## src/rtl/rv_decode_pkg.sv

```systemverilog
// rtl/rv_decode_pkg.sv - RV32I opcode constants, format enum and decoded-instruction struct
package rv_decode_pkg;

  localparam logic [6:0] OPC_LOAD     = 7'b0000011;
  localparam logic [6:0] OPC_OP_IMM   = 7'b0010011;
  localparam logic [6:0] OPC_STORE    = 7'b0100011;
  localparam logic [6:0] OPC_OP       = 7'b0110011;
  localparam logic [6:0] OPC_BRANCH   = 7'b1100011;
  localparam logic [6:0] OPC_LUI      = 7'b0110111;
  localparam logic [6:0] OPC_AUIPC    = 7'b0010111;
  localparam logic [6:0] OPC_JAL      = 7'b1101111;
  localparam logic [6:0] OPC_JALR     = 7'b1100111;
  localparam logic [6:0] OPC_MISC_MEM = 7'b0001111;
  localparam logic [6:0] OPC_SYSTEM   = 7'b1110011;

  localparam logic [6:0] F7_BASE = 7'b0000000;
  localparam logic [6:0] F7_ALT  = 7'b0100000;

  typedef enum logic [2:0] {
    FMT_R = 3'd0,
    FMT_I = 3'd1,
    FMT_S = 3'd2,
    FMT_B = 3'd3,
    FMT_U = 3'd4,
    FMT_J = 3'd5
  } fmt_e;

  // Immediate is kept outside the struct because its width follows XLEN.
  typedef struct packed {
    logic [6:0] op;
    logic [4:0] rd;
    logic [4:0] rs1;
    logic [4:0] rs2;
    logic [2:0] funct3;
    logic [6:0] funct7;
    fmt_e       fmt;
    logic       rs1_en;
    logic       rs2_en;
    logic       rd_we;
    logic       illegal;
  } dec_t;

endpackage

```

## src/rtl/rv_decode_comb.sv

```systemverilog
// rtl/rv_decode_comb.sv - combinational RV32I decode: format, fields, flags, immediate, illegal check
module rv_decode_comb
  import rv_decode_pkg::*;
#(
  parameter int XLEN = 32
) (
  input  logic [31:0]     i_inst,
  output dec_t            o_dec,
  output logic [XLEN-1:0] o_imm
);

  logic [6:0]  w_op;
  logic [2:0]  w_f3;
  logic [6:0]  w_f7;
  logic [4:0]  w_rd;
  fmt_e        w_fmt;
  logic        w_known;
  logic        w_illegal;
  logic        w_use_rd;
  logic        w_use_rs1;
  logic        w_use_rs2;
  logic [31:0] w_imm32;

  assign w_op = i_inst[6:0];
  assign w_f3 = i_inst[14:12];
  assign w_f7 = i_inst[31:25];
  assign w_rd = i_inst[11:7];

  always_comb begin
    w_fmt   = FMT_R;
    w_known = 1'b1;
    case (w_op)
      OPC_LOAD, OPC_OP_IMM, OPC_JALR, OPC_MISC_MEM, OPC_SYSTEM: w_fmt = FMT_I;
      OPC_STORE:                                                w_fmt = FMT_S;
      OPC_OP:                                                   w_fmt = FMT_R;
      OPC_BRANCH:                                               w_fmt = FMT_B;
      OPC_LUI, OPC_AUIPC:                                       w_fmt = FMT_U;
      OPC_JAL:                                                  w_fmt = FMT_J;
      default:                                                  w_known = 1'b0;
    endcase
  end

  assign w_illegal = !w_known
                  || (i_inst[1:0] != 2'b11)
                  || ((w_op == OPC_JALR) && (w_f3 != 3'b000))
                  || ((w_op == OPC_OP) && (w_f7 != F7_BASE) && (w_f7 != F7_ALT))
                  || ((w_op == OPC_OP) && (w_f7 == F7_ALT) && (w_f3 != 3'b000) && (w_f3 != 3'b101))
                  || ((w_op == OPC_BRANCH) && ((w_f3 == 3'b010) || (w_f3 == 3'b011)));

  assign w_use_rd  = (w_fmt == FMT_R) || (w_fmt == FMT_I) || (w_fmt == FMT_U) || (w_fmt == FMT_J);
  assign w_use_rs1 = (w_fmt == FMT_R) || (w_fmt == FMT_I) || (w_fmt == FMT_S) || (w_fmt == FMT_B);
  assign w_use_rs2 = (w_fmt == FMT_R) || (w_fmt == FMT_S) || (w_fmt == FMT_B);

  always_comb begin
    case (w_fmt)
      FMT_I:   w_imm32 = {{20{i_inst[31]}}, i_inst[31:20]};
      FMT_S:   w_imm32 = {{20{i_inst[31]}}, i_inst[31:25], i_inst[11:7]};
      FMT_B:   w_imm32 = {{19{i_inst[31]}}, i_inst[31], i_inst[7], i_inst[30:25], i_inst[11:8], 1'b0};
      FMT_U:   w_imm32 = {i_inst[31:12], 12'b0};
      FMT_J:   w_imm32 = {{11{i_inst[31]}}, i_inst[31], i_inst[19:12], i_inst[20], i_inst[30:21], 1'b0};
      default: w_imm32 = '0;
    endcase
  end

  // Illegal encodings collapse to a NOP carrying only the illegal flag.
  always_comb begin
    o_dec = '0;
    o_imm = '0;
    if (w_illegal) begin
      o_dec.illegal = 1'b1;
    end else begin
      o_dec.op     = w_op;
      o_dec.fmt    = w_fmt;
      o_dec.rd     = w_use_rd  ? w_rd : 5'd0;
      o_dec.rs1    = w_use_rs1 ? i_inst[19:15] : 5'd0;
      o_dec.rs2    = w_use_rs2 ? i_inst[24:20] : 5'd0;
      o_dec.funct3 = ((w_fmt == FMT_U) || (w_fmt == FMT_J)) ? 3'd0 : w_f3;
      o_dec.funct7 = (w_fmt == FMT_R) ? w_f7 : 7'd0;
      o_dec.rs1_en = w_use_rs1;
      o_dec.rs2_en = w_use_rs2;
      o_dec.rd_we  = w_use_rd && (w_rd != 5'd0);
      o_imm        = XLEN'($signed(w_imm32));
    end
  end

endmodule

```

## src/rtl/rv_decode_stage.sv

```systemverilog
// rtl/rv_decode_stage.sv - registered RV32I decode stage with valid/ready, optional skid entry and flush
module rv_decode_stage
  import rv_decode_pkg::*;
#(
  parameter int XLEN = 32,
  parameter int SKID = 1
) (
  input  logic            clk,
  input  logic            rst,
  input  logic            in_valid,
  output logic            in_ready,
  input  logic [31:0]     in_inst,
  input  logic [XLEN-1:0] in_pc,
  input  logic            flush,
  output logic            out_valid,
  input  logic            out_ready,
  output logic [XLEN-1:0] out_pc,
  output logic [6:0]      out_op,
  output logic [4:0]      out_rd,
  output logic [4:0]      out_rs1,
  output logic [4:0]      out_rs2,
  output logic [2:0]      out_funct3,
  output logic [6:0]      out_funct7,
  output logic [XLEN-1:0] out_imm,
  output logic [2:0]      out_fmt,
  output logic            out_rs1_en,
  output logic            out_rs2_en,
  output logic            out_rd_we,
  output logic            out_illegal
);

  dec_t            w_dec;
  logic [XLEN-1:0] w_imm;
  logic            w_accept;
  logic            w_out_free;

  logic            r_out_valid;
  dec_t            r_out_dec;
  logic [XLEN-1:0] r_out_pc;
  logic [XLEN-1:0] r_out_imm;

  rv_decode_comb #(.XLEN(XLEN)) u_comb (
    .i_inst (in_inst),
    .o_dec  (w_dec),
    .o_imm  (w_imm)
  );

  assign w_accept   = in_valid && in_ready;
  assign w_out_free = !r_out_valid || out_ready;

  if (SKID != 0) begin : g_skid
    logic            r_skid_valid;
    logic            r_in_ready;
    dec_t            r_skid_dec;
    logic [XLEN-1:0] r_skid_pc;
    logic [XLEN-1:0] r_skid_imm;

    // r_in_ready always mirrors !r_skid_valid, so nothing is accepted while the skid is full.
    assign in_ready = r_in_ready && !rst;

    always_ff @(posedge clk) begin
      if (rst || flush) begin
        r_out_valid  <= 1'b0;
        r_skid_valid <= 1'b0;
        r_in_ready   <= 1'b1;
        if (rst) begin
          r_out_dec  <= '0;
          r_out_pc   <= '0;
          r_out_imm  <= '0;
          r_skid_dec <= '0;
          r_skid_pc  <= '0;
          r_skid_imm <= '0;
        end
      end else if (w_out_free) begin
        if (r_skid_valid) begin
          r_out_valid  <= 1'b1;
          r_out_dec    <= r_skid_dec;
          r_out_pc     <= r_skid_pc;
          r_out_imm    <= r_skid_imm;
          r_skid_valid <= 1'b0;
          r_in_ready   <= 1'b1;
        end else begin
          r_out_valid <= w_accept;
          if (w_accept) begin
            r_out_dec <= w_dec;
            r_out_pc  <= in_pc;
            r_out_imm <= w_imm;
          end
        end
      end else if (w_accept) begin
        r_skid_valid <= 1'b1;
        r_skid_dec   <= w_dec;
        r_skid_pc    <= in_pc;
        r_skid_imm   <= w_imm;
        r_in_ready   <= 1'b0;
      end
    end
  end else begin : g_noskid
    assign in_ready = !rst && w_out_free;

    always_ff @(posedge clk) begin
      if (rst) begin
        r_out_valid <= 1'b0;
        r_out_dec   <= '0;
        r_out_pc    <= '0;
        r_out_imm   <= '0;
      end else if (flush) begin
        r_out_valid <= 1'b0;
      end else if (w_out_free) begin
        r_out_valid <= w_accept;
        if (w_accept) begin
          r_out_dec <= w_dec;
          r_out_pc  <= in_pc;
          r_out_imm <= w_imm;
        end
      end
    end
  end

  assign out_valid   = r_out_valid;
  assign out_pc      = r_out_pc;
  assign out_imm     = r_out_imm;
  assign out_op      = r_out_dec.op;
  assign out_rd      = r_out_dec.rd;
  assign out_rs1     = r_out_dec.rs1;
  assign out_rs2     = r_out_dec.rs2;
  assign out_funct3  = r_out_dec.funct3;
  assign out_funct7  = r_out_dec.funct7;
  assign out_fmt     = r_out_dec.fmt;
  assign out_rs1_en  = r_out_dec.rs1_en;
  assign out_rs2_en  = r_out_dec.rs2_en;
  assign out_rd_we   = r_out_dec.rd_we;
  assign out_illegal = r_out_dec.illegal;

endmodule
```

## config.mk

```make
export PLATFORM = sky130hd
export DESIGN_NAME = rv_decode_stage
export DESIGN_NICKNAME = d
export VERILOG_FILES = /design/src/rtl/rv_decode_pkg.sv /design/src/rtl/rv_decode_comb.sv /design/src/rtl/rv_decode_stage.sv
export SDC_FILE = /design/constraint.sdc
export NUM_CORES = 1
export LEC_CHECK = 0
export BUFFER_PORTS_ARGS = -buffer_cell sky130_fd_sc_hd__buf_2
export CAP_MARGIN = 20
export CORE_ASPECT_RATIO = 0.9
export CORE_UTILIZATION = 40
export CTS_CLUSTER_DIAMETER = 150
export DETAILED_ROUTE_END_ITERATION = 12
export GPL_TIMING_DRIVEN = 0
export PLACE_DENSITY_LB_ADDON = 0.25
export SYNTH_ARGS = -nofsm -noshare
export SYNTH_HDL_FRONTEND = slang
export SYNTH_SLANG_ARGS = --single-unit
export TNS_END_PERCENT = 1
```

## constraint.sdc

```tcl
create_clock -name clk -period 17.1 [get_ports clk]
set_clock_uncertainty 0.05 [all_clocks]
set_input_delay 0.855 -clock clk [delete_from_list [all_inputs] [get_ports clk]]
set_output_delay 0.855 -clock clk [all_outputs]
set_load 0.005 [all_outputs]
```

# Word level (Yosys, flattened, before mapping)
# Index checks and enable logic that the tools add are counted.
[word_totals] register_bits=209 latchBits=0 ramBits=0 rom_bits=0 in_bits=69 output_inout_bits=105 mem_count=0
[op_classes] add_sub_neg=0 mul=0 div_mod_pow=0 n_lt_le_gt_ge=0 n_eq_ne=25 shift=0 muxes=35 n_bitwise=0 reduce_logical=44
[ops] cell="$mux 32" n=14
[ops] cell="$mux 39" n=7
[ops] cell="$pmux 32 s5" n=1
[ops] cell="$mux 38" n=1
[ops] cell="$eq 7x6->1 const B" n=4
[ops] cell="$eq 7x7->1 const B" n=4
[ops] cell="$logic_or 1x1->1" n=16
[ops] cell="$mux 5" n=3
[ops] cell="$pmux 3 s5" n=1
[ops] cell="$eq 7x5->1 const B" n=2
[ops] cell="$eq 3x2->1 const B" n=4
[ops] cell="$reduce_or 11->1" n=1
[ops] cell="$logic_and 1x1->1" n=10
[ops] cell="$eq 7x2->1 const B" n=1
[ops] cell="$eq 7x4->1 const B" n=1
[ops] cell="$mux 7" n=1
[ops] cell="$ne 7x6->1 const B" n=1
[ops] cell="$reduce_bool 7->1" n=1
[ops] cell="$eq 3x3->1 const B" n=2
[ops] cell="$mux 1" n=6
[ops] cell="$reduce_and 3->1" n=2
[ops] cell="$reduce_bool 2->1" n=3
[ops] cell="$reduce_bool 3->1" n=2
[ops] cell="$reduce_bool 5->1" n=1
[ops] cell="other kinds (10)" n=15

# Logic depth before layout (Yosys ltp)
# Gate-level depths: netlist of the first run.
[depth] word_depth=14 depth_mapped=8 mapped_depth_nobuf=5

# By module
# Synthesis of the first run repeated with hierarchy kept, for this count alone.
[hier_totals] hier_cells=750 hier_area_um2=9729.3
[modules_own_cells] mod="rv_decode_stage" n_inst=1 cells_each=567 area_per_inst_um2=8607.0 seq_area_each_um2=6246.0
[modules_own_cells] mod="rv_decode_comb" n_inst=1 cells_each=183 area_per_inst_um2=1122.3 seq_area_each_um2=0.0

# Worst setup path before layout of the first run
# Ideal clock, no wire load.
[synth_timing] kind="input to register" from="in out_ready" to="reg g_skid.r_skid_dec[0] in the netlist's numbering (enable)" t_arrival_ps=8612 required_time_ps=16333 path_slack_ps=7721 cell_stages=2 path_cell_list="nand2b_1 -> o31ai_1"
[synth_via] elab_chain_len=3
[synth_rtl] element="from (decl)" line="rv_decode_stage.sv:16" source="input logic out_ready,"
[synth_rtl] element="$logic_or 1x1->1" line="rv_decode_stage.sv:49" source="assign w_out_free = !r_out_valid || out_ready;"
[synth_rtl] element="$ne 2x1->1 (no source line)"
[synth_rtl] element="$reduce_and 3->1 (no source line)"
[synth_rtl] element="to (signal assigned)" line="rv_decode_stage.sv:92" source="r_skid_dec <= w_dec;"
[synth_rtl] element="to (decl)" line="rv_decode_stage.sv:54" source="dec_t r_skid_dec;"
# No other way between the ends.
# A chain may end at the register's enable or synchronous reset.

# Final worst setup path of the first run
[layout_timing] from="in flush" to="reg r_out_dec, in the netlist out_rs1[4], data pin"
[layout_via] elab_chain_len=2
[layout_rtl] element="from (decl)" line="rv_decode_stage.sv:14" source="input logic flush,"
[layout_rtl] element="$logic_or 1x1->1" line="rv_decode_stage.sv:62" source="if (rst || flush) begin"
[layout_rtl] element="$mux 39" line="rv_decode_stage.sv:62"
[layout_rtl] element="to (signal assigned)" line="rv_decode_stage.sv:77" source="r_out_dec <= r_skid_dec;"
[layout_rtl] element="to (signal assigned)" line="rv_decode_stage.sv:85" source="r_out_dec <= w_dec;"
[layout_rtl] element="to (decl)" line="rv_decode_stage.sv:38" source="dec_t r_out_dec;"
# No other way between the ends.

==> results.cfg, run 1 <==
[cts]
cts_buffers = 23
hold_buffers = 0
cts_root_buffer = clkbuf_16
cts_tree = built
cts_num_sinks = 209
htreeDepth = 1
insertion_delay_ns = 0.51
ctsResizeCount = 0
cts_max_path_buffers = 3
cts_setup_buffers = 0
clk_pin_slew_worst_paths_ns = 0.06

[timing]
finalMaxSlewViolations = 0
post-route-period-util = 0.184
finalSetupViolCount = 0
final.min_clock_period_ns = 3.15
tightest_slew_ns = 0.976
rsz0062_at_grt = false
finalHoldViolCount = 0
slew_headroom = 0.347
holdWs_ns = 0.464
fmax_mhz = 318
tns_ns = 0

[global_routing]
antenna_found_initial = 1
grt_pass1_wl_mm = 33.3
grt_pass1_vias = 5986
grtUsageMet2 = 0.303
track_usage = 0.187
grt.overflow.total = 0
busiest_layer = met2
use_met3 = 0.0376
grt_use_met1 = 0.258
grt_max_degree = 33

[setup_path]
worstSetupEndpointType = flop
r2r_setup_slack_ns = 14.39
critPathMaxFanout = 10
worstPathArrival_ns = 3.40
cp_common_cell = clkbuf_1
path_cells = buf_2 > nor2_1 > and2_1 > clkbuf_1 > clkbuf_1 > clkbuf_1 > nand2_1 > o31ai_1
reg2reg_depth = 5
critPathMaxStageDelay_ns = 0.75
crit_family = buffers and inverters
cp-start-kind = input port
cp.buffers_inverters = 4
r2r_start = g_skid.r_skid_valid$_SDFFE_PP0P_
crit-reg2reg-capture = out_imm[14]$_SDFFCE_PP0P_
crit_type = in2reg
cp-startpoint = flush
cp.depth = 8
cp.required_ns = 17.35
crit_path_end = out_rs1[4]$_SDFFCE_PP0P_
crit_slowest_cell = nor2_1

[floorplanning]
die-area_mm2 = 0.0231
fp-row-count = 51
core_mm2 = 0.0219
die_w_um = 160
io_pins = 174
dieHeight_um = 144
start_util = 0.412

[routing]
drt_wl_total_mm = 21.9
num_vias = 6360
drc_errors = 0
viasPerCell = 5.13
wl_per_cell_um = 17.7
drtIter0Drc = 554
firstDrtPassIters = 4
final_antenna_net_count = 0

[finish]
final_nets = 1001
layout-drive-gt1-share = 0.257
area_growth_pct = 23.9

[pwr]
leakagePower_uw = 0.00419
vdd_drop_max_mv = 0.0693
finalPower_uw = 1140
power-per-cell-area_mw_per_mm2 = 102

[job]
max_cap_violations = 0

[synth]
synth_warnings = 0
synth_cell_types = 49
synth_flop_cell = edfxtp_1
synth_seq_cells = 209
synth_area_mm2 = 0.00901
synth_async_sr_flop_share = 0
syn_inst = 720
synth_edf_count = 206
ys_seq_area_frac = 0.693
syn_area_per_cell_um2 = 12.5

[hold_path]
hold_path.class = reg2reg

[placed_design]
routabilityCongestion = 0.911
dp_hpwl_mm = 15.9
port_buffers = 173

[run_status]
status = completed
-- cell usage in the layout (no fill, tap or decap), types with 4 or more instances in the layout --
cell type	synthesis	layout
edfxtp_1	206	206
buf_2	15	188
nand2_1	91	91
nor2_1	63	63
and2_1	37	37
nor3_1	36	36
o21ai_0	35	34
a21oi_1	33	33
mux2i_1	33	33
clkbuf_1	23	27
o21ai_1	24	24
clkbuf_16	0	23
inv_1	20	20
nand3_1	11	11
and3_1	9	9
o31ai_1	9	8
nor2b_1	6	6
clkinv_1	0	6
conb_1	1	6
nor4b_1	5	5
buf_1	4	4
nand3b_1	4	4
nand4_1	4	4
a211oi_1	4	4
mux2_2	4	4
buf_8	0	4
-- report_power, final --
part	internal, uW	switching [uW]
registers	589	6.19
clock network	276	192
logic	30.2	48.1
-- cell usage after synthesis, drive strengths merged (5+ instances only) --
cell type  count  area share
and2          37       0.026
buf           23       0.014
clkbuf        23      0.0096
o21ai         59       0.033
nand3         11      0.0061
mux2i         33       0.037
nor4b          5      0.0049
nor2          63       0.026
edfxtp       206        0.69
and3           9      0.0062
a21oi         33       0.018
nand2         91       0.038
nor2b          6      0.0042
nor3          37       0.021
inv           20      0.0083
o31ai          9      0.0075
-- final cells by class --
| class | count | area (um2) |
|---|---|---|
| flip-flops and latches | 209 | 6250 |
| well taps | 291 | 364 |
| clock inverters | 13 | 115 |
| inverters | 20 | 75.1 |
| multi-input cells | 450 | 2520 |
| plain buffers | 46 | 214 |
| diodes | 1 | 2.50 |
| fillers | 1940 | 10700 |
| repair buffers | 182 | 1040 |
| clock buffers | 27 | 591 |
-- worst min-delay path, cell delays in order (launching register included) --
cell and delay, ns:
edfxtp_1 0.32, nand2_1 0.04, nand2_1 0.05
-- through the flow --
step	setup slack, ns	instance area (um2)	std cells	util
2_1_floorplan	7.72	9030	725	-
3_3_place_gp	3.53	10300	1189	0.469
3_5_place_dp	13.34	10500	1198	0.478
4_1_cts	13.86	11200	1238	0.510
5_1_grt	13.68	11200	1238	0.510
6_report	13.95	11200	1239	0.510
-- how the worst min path moves through the flow --
| stage | from | to | slack [ns] | depth (start not counted) |
|---|---|---|---|---|
| after global routing | g_skid.r_skid_dec[33]$_SDFFCE_PP0P_ | out_op[1]$_SDFFCE_PP0P_ | 0.50 | 2 |
| final | g_skid.r_skid_dec[32]$_SDFFCE_PP0P_ | out_op[0]$_SDFFCE_PP0P_ | 0.46 | 2 |
| after floorplan | g_skid.r_skid_dec[32]$_SDFFCE_PP0P_ | out_op[0]$_SDFFCE_PP0P_ | 0.44 | 2 |
| after CTS | g_skid.r_skid_dec[32]$_SDFFCE_PP0P_ | out_op[0]$_SDFFCE_PP0P_ | 0.46 | 2 |
| after detailed placement | g_skid.r_skid_dec[32]$_SDFFCE_PP0P_ | out_op[0]$_SDFFCE_PP0P_ | 0.45 | 2 |
| after global placement | g_skid.r_skid_dec[32]$_SDFFCE_PP0P_ | out_op[0]$_SDFFCE_PP0P_ | 0.46 | 2 |
-- per-layer routing --
layer	vias to the layer above	wire length, um
li1	3058	-
met1	3047	9620
met2	222	10300
met3	33	1510
met4	0	476
met5	-	0
-- cells by family after synthesis --
| family | share of synthesized area |
|---|---|
| other | 0.000416 |
| and+or+nand+nor | 0.153 |
| xor gates and xnor gates | 0.00194 |
| AOI/OAI and AO/OA | 0.0766 |
| DFF | 0.693 |
| adders and majority gates | 0.00111 |
| muxes | 0.0416 |
| buffers and inverters | 0.0321 |
-- registers in the layout (all words and copies together) (netlist names) --
name,count
out_illegal,1
out_fmt,3
g_skid.r_skid_dec,39
g_skid.r_skid_valid,1
out_rs1_en,1
out_rs2_en,1
g_skid.r_skid_imm,32
g_skid.r_skid_pc,32
out_op,7
out_funct3,3
out_funct7,7
out_rd,5
out_rs1,5
out_rd_we,1
g_skid.r_in_ready,1
out_pc,32
out_rs2,5
out_valid,1
out_imm,32
Power figures use the tool's default switching activity.
==> run 2, diff against run 1 <==
- ABC_AREA: default -> 1
- clock period: 17.1 -> 2.9 ns (I/O delays scaled with it)
==> run 2 against run 1 <==
  * Critical path type is now reg2reg
  * Sequential power rose to 5.9 times the previous value
  * Clock power increased to 5.5 times the previous value
  * Highest routed layer unchanged
  * Final area rose by 4.4%
  * Sequential share of layout area is 2.3 points lower
  * Flip-flop and latch count did not move
  * Core utilization rose by 2.4 points
  * Routed wire length grew 7.4%
  * Critical path depth is the same
  * Count of clock-buffer cells in the layout stayed put
==> results.cfg, run 2 <==
[job]
max_cap_violations = 0

[cts]
cts_max_path_buffers = 3
cts_buffers = 23
ctsResizeCount = 0
cts_setup_buffers = 0
insertion_delay_ns = 0.51
cts_num_sinks = 209
htreeDepth = 1
cts_root_buffer = clkbuf_16
hold_buffers = 53
clk_pin_slew_worst_paths_ns = 0.06
cts_tree = built

[timing]
rsz0062_at_grt = false
finalSetupViolCount = 0
final.min_clock_period_ns = 2.39
slew_headroom = 0.501
fmax_mhz = 418
finalHoldViolCount = 0
tightest_slew_ns = 0.749
post-route-period-util = 0.826
finalMaxSlewViolations = 0
worst_slack_ns = 0.506

[routing]
drc_errors = 0
firstDrtPassIters = 6
drt_wl_total_mm = 23.5
num_vias = 6988
drtIter0Drc = 503
wl_per_cell_um = 16.9
final_antenna_net_count = 0
viasPerCell = 5.01

[finish]
diodes = 0
area_growth_pct = 29.8
layout-drive-gt1-share = 0.219
ff_latch_area_mm2 = 0.00625
final_nets = 1158
top_register = g_skid.r_skid_dec
multiInputGateArea_mm2 = 0.00226
design_area_mm2 = 0.0117
largest_register_ff_count = 39
fill_cells = 1941
mostFrequentLayoutCells = 206 x edfxtp_1, 174 x buf_2, 145 x nor2_1
final_common_cell = edfxtp_1

[floorplanning]
die-area_mm2 = 0.0231
fp-row-count = 51
io_pins = 174
dieHeight_um = 144
start_util = 0.412
core_mm2 = 0.0218
die_w_um = 160

[pwr]
power-per-cell-area_mw_per_mm2 = 566
leakagePower_uw = 0.00472
vdd_drop_max_mv = 0.364

[hold_path]
min_to = g_skid.r_skid_imm[7]$_SDFFCE_PP0P_
hold_path.class = in2reg
min-delay-start = in_inst[27]
hold_depth = 3

[global_routing]
grt_pass1_wl_mm = 35.8
grt_max_degree = 31
track_usage = 0.202
grt.overflow.total = 0
antenna_found_initial = 0
grt_pass1_vias = 6473

[synth]
synth_async_sr_flop_share = 0
synth_edf_count = 206
ys_seq_area_frac = 0.695
syn_area_per_cell_um2 = 10.9
synth_area_mm2 = 0.00898
synth_cell_types = 28
synth_seq_cells = 209
synth_top_area_frac = 0.689
syn_inst = 823
yosys.area.top_type = edfxtp_1
synth_commonest_cells = 206 x edfxtp_1, 146 x nor2_1, 103 x o21ai_0
synth_flop_cell = edfxtp_1
synth.most_common_cell = edfxtp_1
yosys-top-cells-area = edfxtp_1 69%, nor2_1 6.1%, o21ai_0 5.7%
synth_warnings = 0

[setup_path]
r2r_setup_slack_ns = 0.51
r2r_start = g_skid.r_skid_valid$_SDFFE_PP0P_
cp-start-kind = flop
worstPathArrival_ns = 2.54
crit_type = reg2reg
cp.required_ns = 3.04
critPathMaxStageDelay_ns = 0.64
critPathMaxFanout = 17
crit-reg2reg-capture = out_pc[30]$_SDFFCE_PP0P_
crit_family = buffers and inverters
reg2reg_depth = 8
worstSetupEndpointType = flop
path_cells = inv_2 > clkbuf_8 > nand2_2 > inv_2 > o31ai_4 > buf_8 > buf_16 > buf_8
crit_slowest_cell = o31ai_4
cp.buffers_inverters = 6

[run_status]
status = completed

[placed_design]
port_buffers = 173
place_ws_ns = 0.468
dp_hpwl_mm = 16.1
routabilityCongestion = 0.889
placed_area_mm2 = 0.0105
[run 2: cell types whose count changed after synthesis, sizes merged, moves of 28 or more]
cell and change:
nor2 +86, a21oi +64, inv +60, o21ai +51, and2 -37, mux2i -33, nor3 -30, nand3 +28
[run 2: kinds of logic after synthesis]
group,synth area share
AO/OA/AOI/OAI,0.119
AND/OR/NAND/NOR,0.127
other,0.000417
buffers and inverters,0.0586
flip-flops,0.695
[run 2: final cells by class]
cell class              count  area share
inverters                  80      0.0257
clock inverters            13     0.00536
repair buffers            236       0.137
clock buffers              27      0.0506
multi-input cells         488       0.194
flip-flops and latches    209       0.536
plain buffers              51      0.0203
well taps                 291      0.0312
[run 2: power by group]
part	leakage, uW	internal (uW)	switching [uW]
logic	0.00223	211	298
registers	0.00217	3460	32.7
clock network	0.000317	1450	1150
[run 2: worst max path at each step]
stage,from,end,slack [ns],depth (start not counted)
global placement,g_skid.r_skid_valid$_SDFFE_PP0P_,out_imm[24]$_SDFFCE_PP0P_,-2.29,5
floorplan,g_skid.r_skid_valid$_SDFFE_PP0P_,out_fmt[0]$_SDFFCE_PP0P_,-0.90,5
global route,out_valid$_SDFFE_PP0P_,g_skid.r_skid_imm[14]$_SDFFCE_PP0P_,0.34,6
CTS,g_skid.r_skid_valid$_SDFFE_PP0P_,out_pc[30]$_SDFFCE_PP0P_,0.47,8
finish,g_skid.r_skid_valid$_SDFFE_PP0P_,out_pc[30]$_SDFFCE_PP0P_,0.51,8
detailed placement,g_skid.r_skid_valid$_SDFFE_PP0P_,out_pc[30]$_SDFFCE_PP0P_,0.47,8
[run 2: worst reg2reg max path, delay by kind of cell (launching register included)]
kind	cells	cell delay, ns
buf+inv	6	0.93
compound gates	1	0.64
flops	1	0.36
simple gates	1	0.10
[run 2: per-layer routing]
metal | vias up | track usage | wire length (um)
li1 | 3372 | - | -
met1 | 3325 | 0.286 | 10600
met2 | 253 | 0.326 | 11000
met3 | 38 | 0.0304 | 1480
met4 | 0 | 0.0531 | 522
met5 | - | 0 | 0
[run 2: metrics by stage]
step                instances  TNS [ns]   util  power, uW  hold slack, ns
floorplan                 828   -104.71      -       3760           0.270
global placement         1292   -342.74  0.471       3980           0.410
detailed placement       1302         0  0.480       4010           0.408
CTS                      1395         0  0.534       6650        0.000208
global route             1395         0  0.534       6820          0.0181
finish                   1395         0  0.534       6600          0.0162
==> run 3, diff against run 2 <==
- clock period: 2.9 -> 1.9 ns (I/O delays scaled with it)
==> run 3 against run 2 <==
  * Combinational power increased by 59%
  * Clock power rose by 53%
  * First-iteration DRC count is 14% higher
  * Count of clock-buffer cells in the layout unchanged
  * Critical path type is now in2reg
  * Critical endpoint is now out_imm[5]$_SDFFCE_PP0P_
==> results.cfg, run 3 (synthesis results as in run 2) <==
[setup_path]
worstSetupEndpointType = flop
critPathMaxFanout = 10
cp.required_ns = 2.17
cp-start-kind = input port
worstPathArrival_ns = 2.13
crit_type = in2reg

[global_routing]
grt.overflow.total = 0
grt_max_degree = 31
grt_pass1_vias = 6541
grt_pass1_wl_mm = 36.0
antenna_found_initial = 0
track_usage = 0.203

[pwr]
vdd_drop_max_mv = 0.557
power-per-cell-area_mw_per_mm2 = 855
leakagePower_uw = 0.00479

[placed_design]
placed_cells = 1302
dp_hpwl_mm = 16.1
routabilityCongestion = 0.889
port_buffers = 173

[routing]
firstDrtPassIters = 5
drtIter0Drc = 574
drc_errors = 0
num_vias = 7062
wl_per_cell_um = 16.8
drt_wl_total_mm = 23.7
viasPerCell = 5.01
final_antenna_net_count = 0

[floorplanning]
start_util = 0.412
io_pins = 174
core_mm2 = 0.0218
die_w_um = 160
die-area_mm2 = 0.0231
dieHeight_um = 144
fp-row-count = 51

[timing]
rsz0062_at_grt = false
slew_headroom = 0.494
finalSetupViolCount = 0
holdWs_ns = 0.0319
fmax_mhz = 539
finalHoldViolCount = 0
finalMaxSlewViolations = 0
post-route-period-util = 0.976
tightest_slew_ns = 0.759
final.min_clock_period_ns = 1.85

[finish]
diodes = 0
ff_latch_area_mm2 = 0.00625
multiInputGateArea_mm2 = 0.00227
final_common_cell = edfxtp_1
final_nets = 1172
fill_cells = 1919
stdcell_count = 1409
fin_util = 0.542
top_register = g_skid.r_skid_dec
mostFrequentLayoutCells = 206 x edfxtp_1, 174 x buf_2, 144 x nor2_1
largest_register_ff_count = 39
layout-drive-gt1-share = 0.225
area_growth_pct = 31.6

[cts]
htreeDepth = 1
cts_tree = built
cts_root_buffer = clkbuf_16
insertion_delay_ns = 0.51
cts_buffers = 23
clk_pin_slew_worst_paths_ns = 0.06
cts_num_sinks = 209
cts_max_path_buffers = 3

[hold_path]
hold_path.class = in2reg

[job]
max_cap_violations = 0

[run_status]
status = completed
[run 3: cell types whose count changed in the layout (fill, tap and decap cells not counted), sizes merged]
cell	change
buf	+5
dlygate4sd3	+9
[run 3: metal layers]
layer	up-vias	share of wire	wire, um	track usage
li1	3402	-	-	-
met1	3348	0.45	10600	0.287
met2	273	0.47	11100	0.328
met3	39	0.064	1510	0.0307
met4	0	0.023	537	0.0556
met5	-	0	0	0
[run 3: where the power goes]
part | internal (uW) | leakage, uW | switching (uW)
logic | 346 | 0.00231 | 461
clock network | 2210 | 0.000317 | 1750
registers | 5280 | 0.00217 | 50.3
total | 7840 | 0.00479 | 2260
[run 3: critical path: stages]
cell and delay (ns):
dlygate4sd3_1 0.54, buf_2 0.15, nand3_1 0.07, nand2_1 0.05
a21oi_1 0.21, nand3_4 0.20, inv_2 0.10, buf_6 0.15
buf_6 0.16, nand3_1 0.18, a21oi_1 0.22
[run 3: layout make-up]
class | count | area share
Tap cell | 291 | 0.0308
Inverter | 80 | 0.0254
Multi-Input combinational cell | 488 | 0.192
Timing Repair Buffer | 250 | 0.147
Clock buffer | 27 | 0.0500
Sequential cell | 209 | 0.529
Clock inverter | 13 | 0.00529
Buffer | 51 | 0.0202
[run 3: repair_timing]
item | CTS | global route
setup buffers | 5 | 0
gates resized for setup | 2 | 5
pin swaps | 2 | 0
setup endpoints to repair | 210 | 75
hold buffers | 62 | 0
endpoints found under the hold margin | 103 | 0
[run 3: worst paths after layout]
kind	startpoint	to	slack (ns)	depth (start not counted)
worst min register to register	g_skid.r_in_ready$_SDFFE_PP1P_	g_skid.r_in_ready$_SDFFE_PP1P_	0.49	4
worst max-delay path	in_inst[30]	out_imm[5]$_SDFFCE_PP0P_	0.05	11
worst min-delay path	in_inst[5]	g_skid.r_skid_dec[37]$_SDFFCE_PP0P_	0.03	3
worst max register to register	g_skid.r_skid_valid$_SDFFE_PP0P_	out_pc[30]$_SDFFCE_PP0P_	0.09	8
[run 3: stage by stage]
step           cell area (um2)  power, uW  worst slack, ns  setup TNS, ns
6_report                 11800      10100           0.0451              0
2_1_floorplan             9040       5750            -1.90        -310.71
4_1_cts                  11800      10200           0.0336              0
3_5_place_dp             10500       6120           -0.532         -88.09
3_3_place_gp             10300       6080            -3.29        -566.83
5_1_grt                  11800      10400         0.000463              0
